--- config.mk ---
export PLATFORM = sky130hd
export DESIGN_NAME = rr_arbiter
export DESIGN_NICKNAME = d
export VERILOG_FILES = /design/src/rtl/arb_pkg.sv /design/src/rtl/arb_prio_pick.sv /design/src/rtl/rr_arbiter.sv
export SDC_FILE = /design/constraint.sdc
export NUM_CORES = 1
export LEC_CHECK = 0
export BUFFER_PORTS_ARGS = -buffer_cell sky130_fd_sc_hd__buf_2
export CAP_MARGIN = 20
export CORE_MARGIN = 1.5
export CORE_UTILIZATION = 43
export CTS_BUF_LIST = sky130_fd_sc_hd__clkbuf_8
export DETAILED_ROUTE_END_ITERATION = 8
export SYNTH_ARGS = -nofsm -noshare
export SYNTH_HDL_FRONTEND = slang
export SYNTH_SLANG_ARGS = --single-unit
--- constraint.sdc ---
create_clock -name clk -period 8.8 [get_ports clk]
set_input_delay 1.32 -clock clk [delete_from_list [all_inputs] [get_ports clk]]
set_output_delay 1.32 -clock clk [all_outputs]
set_load 0.02 [all_outputs]
--- src/rtl/arb_pkg.sv ---
// rtl/arb_pkg.sv - shared constants, state type and helpers for the request arbiter
package arb_pkg;

    // Arbitration mode encodings for the MODE parameter of rr_arbiter.
    localparam int ARB_MODE_FIXED_LSB = 0;
    localparam int ARB_MODE_FIXED_MSB = 1;
    localparam int ARB_MODE_RR        = 2;

    // Width and saturation value of the consecutive-grant counter.
    localparam int                   GNT_CNT_W   = 8;
    localparam logic [GNT_CNT_W-1:0] GNT_CNT_MAX = '1;

    typedef enum logic {
        ST_IDLE  = 1'b0,
        ST_OWNED = 1'b1
    } arb_state_t;

    // Increment that sticks at GNT_CNT_MAX instead of wrapping.
    function automatic logic [GNT_CNT_W-1:0] cnt_sat_inc(input logic [GNT_CNT_W-1:0] c);
        return (c == GNT_CNT_MAX) ? c : c + 1'b1;
    endfunction

endpackage

--- src/rtl/arb_prio_pick.sv ---
// rtl/arb_prio_pick.sv - combinational priority picker: rotate by pointer, take first set bit
//
// Ports:
//   req       - candidate request vector
//   ptr       - index that gets top priority when searching upward
//   msb_first - search downward from W-1 instead (pointer ignored)
//   found     - at least one candidate was set
//   onehot    - one-hot winner, zero when nothing found
//   idx       - winner index, zero when nothing found
module arb_prio_pick #(
    parameter int W     = 8,
    parameter int IDX_W = $clog2(W)
) (
    input  logic [W-1:0]     req,
    input  logic [IDX_W-1:0] ptr,
    input  logic             msb_first,
    output logic             found,
    output logic [W-1:0]     onehot,
    output logic [IDX_W-1:0] idx
);

    always_comb begin
        int c;
        c      = 0;
        found  = 1'b0;
        idx    = '0;
        // Walk the search order once; the first set candidate wins. The
        // upward walk starts at ptr and wraps, which is the rotated vector.
        for (int k = 0; k < W; k++) begin
            if (msb_first) begin
                c = W - 1 - k;
            end else begin
                c = int'(ptr) + k;
                if (c >= W) c = c - W;
            end
            if (!found && req[IDX_W'(c)]) begin
                found = 1'b1;
                idx   = IDX_W'(c);
            end
        end
        onehot = found ? (W'(1) << idx) : '0;
    end

endmodule

--- src/rtl/rr_arbiter.sv ---
// rtl/rr_arbiter.sv - registered N-way arbiter (fixed LSB/MSB or round-robin) with hold counter
//
// Optional feature macro: RR_ARBITER_HOLD_LIMIT_EN (forced rotation after MAX_HOLD cycles).
//
// Ports:
//   clk       - sole clock, rising edge
//   rst       - asynchronous active-high reset
//   req       - per-requester request level
//   gnt       - registered grant, zero or one-hot
//   gnt_valid - high iff gnt nonzero
//   gnt_idx   - index of the granted bit, 0 when idle
//   gnt_cnt   - consecutive cycles the current owner has held gnt, saturating
module rr_arbiter
    import arb_pkg::*;
#(
    parameter int W_REQ    = 8,
    parameter int MODE     = ARB_MODE_RR,
    parameter int MAX_HOLD = 16
) (
    input  logic                     clk,
    input  logic                     rst,
    input  logic [W_REQ-1:0]         req,
    output logic [W_REQ-1:0]         gnt,
    output logic                     gnt_valid,
    output logic [$clog2(W_REQ)-1:0] gnt_idx,
    output logic [GNT_CNT_W-1:0]     gnt_cnt
);

    localparam int IDX_W = $clog2(W_REQ);

`ifdef RR_ARBITER_HOLD_LIMIT_EN
    localparam bit HOLD_EN = 1'b1;
`else
    localparam bit HOLD_EN = 1'b0;
`endif

    arb_state_t         state_q, state_d;
    logic [W_REQ-1:0]   gnt_q, gnt_d;
    logic [IDX_W-1:0]   idx_q, idx_d;
    logic [GNT_CNT_W-1:0] cnt_q, cnt_d;
    logic [IDX_W-1:0]   ptr_q, ptr_d;

    logic [W_REQ-1:0]   cand;
    logic               owner_req;
    logic               hold_hit;
    logic               pick_found;
    logic [W_REQ-1:0]   pick_onehot;
    logic [IDX_W-1:0]   pick_idx;
    logic [IDX_W-1:0]   pick_ptr;

    // The current owner is never a candidate: either it dropped its request
    // or it is being rotated out by the hold limit. In IDLE gnt_q is zero so
    // every requester is eligible.
    assign cand      = req & ~gnt_q;
    assign owner_req = req[idx_q];
    assign hold_hit  = HOLD_EN && (cnt_q >= GNT_CNT_W'(MAX_HOLD)) && (|cand);
    assign pick_ptr  = (MODE == ARB_MODE_RR) ? ptr_q : '0;

    arb_prio_pick #(
        .W     (W_REQ),
        .IDX_W (IDX_W)
    ) u_pick (
        .req       (cand),
        .ptr       (pick_ptr),
        .msb_first (MODE == ARB_MODE_FIXED_MSB),
        .found     (pick_found),
        .onehot    (pick_onehot),
        .idx       (pick_idx)
    );

    always_comb begin
        logic take_new;
        logic go_idle;
        state_d  = state_q;
        gnt_d    = gnt_q;
        idx_d    = idx_q;
        cnt_d    = cnt_q;
        ptr_d    = ptr_q;
        take_new = 1'b0;
        go_idle  = 1'b0;

        case (state_q)
            ST_IDLE: begin
                take_new = pick_found;
            end
            ST_OWNED: begin
                if (owner_req && !hold_hit) begin
                    cnt_d = cnt_sat_inc(cnt_q);
                end else if (pick_found) begin
                    take_new = 1'b1;
                end else begin
                    go_idle = 1'b1;
                end
            end
            default: go_idle = 1'b1;
        endcase

        if (take_new) begin
            state_d = ST_OWNED;
            gnt_d   = pick_onehot;
            idx_d   = pick_idx;
            cnt_d   = GNT_CNT_W'(1);
            // Next search starts just past the new owner, wrapping at W_REQ.
            ptr_d   = (pick_idx == IDX_W'(W_REQ - 1)) ? '0 : pick_idx + 1'b1;
        end else if (go_idle) begin
            state_d = ST_IDLE;
            gnt_d   = '0;
            idx_d   = '0;
            cnt_d   = '0;
        end
    end

    always_ff @(posedge clk or posedge rst) begin
        if (rst) begin
            state_q <= ST_IDLE;
            gnt_q   <= '0;
            idx_q   <= '0;
            cnt_q   <= '0;
            ptr_q   <= '0;
        end else begin
            state_q <= state_d;
            gnt_q   <= gnt_d;
            idx_q   <= idx_d;
            cnt_q   <= cnt_d;
            ptr_q   <= ptr_d;
        end
    end

    assign gnt       = gnt_q;
    assign gnt_valid = |gnt_q;
    assign gnt_idx   = idx_q;
    assign gnt_cnt   = cnt_q;

endmodule
==> flow_summary.toml, run 1 <==
[logic_synthesis]
synthFlopType = "dfrtp_1"
syn_area_per_cell_um2 = 10.04
syn_inst = 220
syn_nets = 239
synthSimpleGateAreaFrac_pct = 18.92
synth_xor_area_share_pct = 2.380
seq_area_frac_synth_pct = 26.06
synthArstFlopShare_pct = 100.0
synth_compound_area_share_pct = 20.23
synth-edff-count = 0
syn-cell-area_mm2 = 0.002208
synth_top_family_by_area = "multiplexers"
synthAdderAreaFrac_pct = 5.099
muxShareOfSynthArea_pct = 22.04
ys_types = 65
yosysWarnings = 0
ys_ff_latch = 23

[timing]
finalSetupTns_ps = 0
fmax_mhz = 239.5
tightest_slew_ps = 900.9
maxSlewViolCount = 0
slew_headroom_pct = 39.88
hold_viol = 0
setup_viol = 0
finClkSkew_ps = 13.38
period_minus_slack_ps = 4176
rsz0062_at_grt = "no"
period_share_pct = 47.45

[worst_hold_path]
worstHoldEndpoint = "gnt_idx[2]"
hold_path_class = "reg2reg"
whs_path_depth = 2
hold_start = "gnt_idx[2]"

[clock_tree]
clock-sinks = 23
post-cts-setup-buffers = 0
cts_hold_buffers = 0
post_cts_resized = 0
clk_latency_ps = 270
cts-root-buf = "clkbuf_8"
clk_pin_slew_worst_paths_ps = 90
cts_tree = "done"
cts_max_level = 1
numCtsBuffers = 3
cts_buffer_depth = 2

[placed_design]
gp_congestion = 0.9294
dp_hpwl_mm = 4.249
dp_cells = 306
io_buffers = 29

[global_routing]
grt_pass1_wl_mm = 9.418
grt_max_degree = 24
antenna_found_initial = 0
grtUsageTotal_pct = 22.20
grt_overflow = 0
grt_pass1_vias = 1745

[die]
initial_core_util_pct = 45.55
die_y_um = 74.67
die_w_um = 74.67
num_rows = 25
core_mm2 = 0.004848
die-area_mm2 = 0.005575
ios = 30

[worst_setup_path]
critPathMaxFanout = 17
ff2ff_path_depth = 12
worstReg2RegStart = "pick_ptr[1]"
required_ps = 8950
cpPeakStageDelay_ps = 800
crit_type = "reg2reg"
setup.worst_path.start_class = "flop"
crit_path_end_kind = "flop"
cp_common_cell = "ha_1"
cp_cell_sequence = "inv_1, ha_1, clkinv_1, mux2i_2, a211oi_2, nand2_1, mux2_2, o211a_1, inv_1, ha_1, ha_1, mux2_2"
ff2ff_setup_slack_ps = 4620
cp_slowest_cell = "dfrtp_1"
r2r-end = "pick_ptr[2]"
arrival_ps = 4330

[layout]
area_growth_pct = 9.178
fin_cells = 310
fill_cells = 466
fin_nets = 263
post-route-util_pct = 49.73
drive_above_1_share_pct = 28.81
diodes = 0

[routing]
viasPerCell = 6.013
ant_nets = 0
wirelength_mm = 5.580
drc = 0
avgRoutedWirePerCell_um = 18.00
vias = 1864
drt_iter0_drc = 185
dr.pass1.iters = 4

[outcome]
status = "completed"

[run]
max_cap_violations = 0
## worst max-delay path, delay by kind of cell, from the launching register on
family / cells / cell delay, ps
AOI/OAI and AO/OA: 2 / 590
muxes: 3 / 820
DFF: 1 / 800
buffers and inverters: 3 / 790
and+or+nand+nor: 1 / 80
adders and majority gates: 3 / 960
## sequential cells by signal (all words and copies together) (netlist names)
signal	flops
gnt	8
state_q	1
gnt_cnt	8
gnt_idx	3
pick_ptr	3
## metal layers
layer	part of all wire [%]	track usage, %	wire length [um]	vias to the layer above
met4	1.0	4.444	57	0
met1	51	36.59	2818	905
met3	4.3	1.740	242	6
li1	-	-	-	898
met5	0	0	0	-
met2	44	31.65	2462	55
## cell families after synthesis
family	after synthesis
XOR/XNOR	6
flip-flops	23
multiplexers	34
buffers and inverters	21
AO/OA/AOI/OAI	56
adder cells (fa/ha/maj)	9
AND/OR/NAND/NOR	71
## final cells by class
class                      count  area [um2]  area share [%]
multi-input combinational    176        1516           62.90
sequential                    23       575.6           23.87
timing repair buffer          29       145.1           6.020
tap                           67       83.83           3.477
inverter                      11       43.79           1.816
clock buffer                   3       41.29           1.713
clock inverter                 1       5.005          0.2076
## cells in the final DEF, fill, tap and decap left out, types with 4 or more instances in the layout
cell      count
or2b_1        4
nand2_1      12
o211ai_1      5
ha_1          9
a32o_1        6
mux2i_1      12
o21ai_0      12
and3_1        5
nor2_1        9
or3_1         4
xnor2_1       4
dfrtp_1      23
nand2b_1      7
nand3_1       7
buf_2        29
inv_1         7
mux2_2       10
mux4_2       10
## Yosys cell counts, types with 4 or more instances
library cell | number | area share [%]
inv_1 | 7 | 1.2
dfrtp_1 | 23 | 26
and3_1 | 5 | 1.4
nor2_1 | 9 | 1.5
nand3_1 | 7 | 1.6
a32o_1 | 6 | 2.7
o21ai_0 | 12 | 2.7
mux2_2 | 10 | 5.1
mux2i_1 | 12 | 5.4
or2b_1 | 4 | 1.4
mux4_2 | 10 | 10
or3_1 | 4 | 1.1
xnor2_1 | 4 | 1.6
nand2b_1 | 7 | 2.0
nand2_1 | 12 | 2.0
o211ai_1 | 5 | 1.7
ha_1 | 9 | 5.1
## per-stage QoR
step	setup slack [ps]	area (um2)	hold WS, ps
finish	4624	2411	537.7
global route	4356	2411	581.1
CTS	4646	2411	537.1
detailed placement	4551	2365	511.4
global placement	4570	2365	514.9
floorplan	4828	2208	602.3
## worst max-delay path by stage
stage                           start          end  slack [ps]  cells after the start
final                     pick_ptr[1]  pick_ptr[2]        4620                     12
after global routing      pick_ptr[1]  pick_ptr[2]        4360                     12
after detailed placement       req[7]  pick_ptr[2]        4550                     12
after floorplan                req[7]  pick_ptr[2]        4830                     11
after global placement         req[7]  pick_ptr[2]        4570                     12
after CTS                 pick_ptr[1]  pick_ptr[2]        4650                     12
Power of run 1 is not shown: default switching activity piles up to over one toggle a cycle in this logic, so the estimate is an artifact.
==> run 2: changes to the inputs <==
==> constraint.sdc (replaced) <==
create_clock -name clk -period 4.3 [get_ports clk]
set_input_delay 0.645 -clock clk [delete_from_list [all_inputs] [get_ports clk]]
set_output_delay 0.645 -clock clk [all_outputs]
set_load 0.02 [all_outputs]
==> run 2 against run 1 <==
Against the previous run: first-iteration DRC count down 31%; global-route usage down 0.27 points; critical path type unchanged; via count up 2.9%; clock-buffer cell count unchanged.
==> flow_summary.toml, run 2 (synthesis gave the netlist of run 1 again) <==
[placed_design]
io_buffers = 29
placed_area_mm2 = 0.002395
dp_hpwl_mm = 4.308
gp_congestion = 0.8980
dp_cells = 310

[layout]
fin_nets = 267
drive_above_1_share_pct = 29.96
stdcell_area_mm2 = 0.002441
fill_cells = 480
area_growth_pct = 10.54
fin_cells = 314
final_cell_mix = "buf_2, dfrtp_1, mux2i_1, nand2_1, o21ai_0"
mostFrequentLayoutCell = "buf_2"
regArea_um2 = 575.6
multiInputGateArea_mm2 = 0.001516
diodes = 0

[clock_tree]
clk_latency_ps = 270
numCtsBuffers = 3
cts_buffer_depth = 2
cts_max_level = 1
cts-root-buf = "clkbuf_8"
post_cts_resized = 0
cts_tree = "done"
post-cts-setup-buffers = 0
cts_hold_buffers = 0
clk_pin_slew_worst_paths_ps = 90
clock-sinks = 23

[worst_setup_path]
arrival_ps = 3740
required_ps = 4460
setup.worst_path.start_class = "flop"
crit_type = "reg2reg"
critPathMaxFanout = 8
crit_path_end_kind = "flop"

[die]
die-area_mm2 = 0.005575
core_mm2 = 0.004848
die_y_um = 74.67
num_rows = 25
die_w_um = 74.67
initial_core_util_pct = 45.55
ios = 30

[global_routing]
grtUsageTotal_pct = 21.93
grt_pass1_vias = 1778
grt_pass1_wl_mm = 9.301
grt_overflow = 0
antenna_found_initial = 0
grt_max_degree = 24

[routing]
drc = 0
wirelength_mm = 5.623
viasPerCell = 6.108
drt_iter0_drc = 127
dr.pass1.iters = 5
avgRoutedWirePerCell_um = 17.91
vias = 1918
ant_nets = 0

[timing]
period_minus_slack_ps = 3581
slew_headroom_pct = 38.91
finClkSkew_ps = 5.974
period_share_pct = 83.28
fmax_mhz = 279.2
hold_viol = 0
rsz0062_at_grt = "no"
tightest_slew_ps = 915.3
maxSlewViolCount = 0
finalSetupTns_ps = 0
setup_viol = 0

[run]
max_cap_violations = 0

[outcome]
status = "completed"

[worst_hold_path]
hold_path_class = "reg2reg"
==> run 2: final cells by class <==
cell class	count	area share, %
Clock buffer	3	1.691
Inverter	11	1.794
Timing Repair Buffer	33	7.176
Clock inverter	1	0.2050
Tap cell	67	3.434
Multi-Input combinational cell	176	62.12
Sequential cell	23	23.58
==> run 2: layer usage <==
metal | vias to the layer above | track usage, % | share of wire (%) | wire [um]
met5 | - | 0 | 0 | 0
met4 | 0 | 5.455 | 1.0 | 56
met3 | 7 | 2.142 | 4.9 | 277
met2 | 65 | 32.34 | 44 | 2483
met1 | 938 | 34.59 | 50 | 2806
li1 | 908 | - | - | -
==> run 2: worst paths after layout <==
path                        startpoint           to  slack, ps  cells past startpoint
max                        pick_ptr[1]  pick_ptr[2]        720                     13
min                             gnt[4]       gnt[4]        550                      1
max reg2reg                pick_ptr[1]  pick_ptr[2]        720                     13
min reg2reg                     gnt[4]       gnt[4]        550                      1
max in group asynchronous          rst       gnt[4]       3180                      2
min in group asynchronous          rst   gnt_cnt[6]        560                      2
==> run 2: through the flow <==
step	hold WS (ps)	utilization [%]	setup slack, ps
finish	545.1	50.35	718.8
global route	580.7	50.35	463.9
CTS	547.0	50.35	714.1
detailed placement	514.5	49.39	730.5
global placement	531.5	49.39	765.8
floorplan	602.3	-	810.3
==> run 2: worst max-delay path, stage by stage, from the launching register on <==
cell and delay [ps]:
dfrtp_1 430, inv_1 240, ha_1 340, xor2_1 300, nor2_1 70, a22o_1 250
a211oi_2 380, nand2_2 140, mux2_2 280, o211a_1 270, inv_1 100, ha_1 180
ha_1 230, mux2_2 260
Power of run 2 is left out for the same reason.
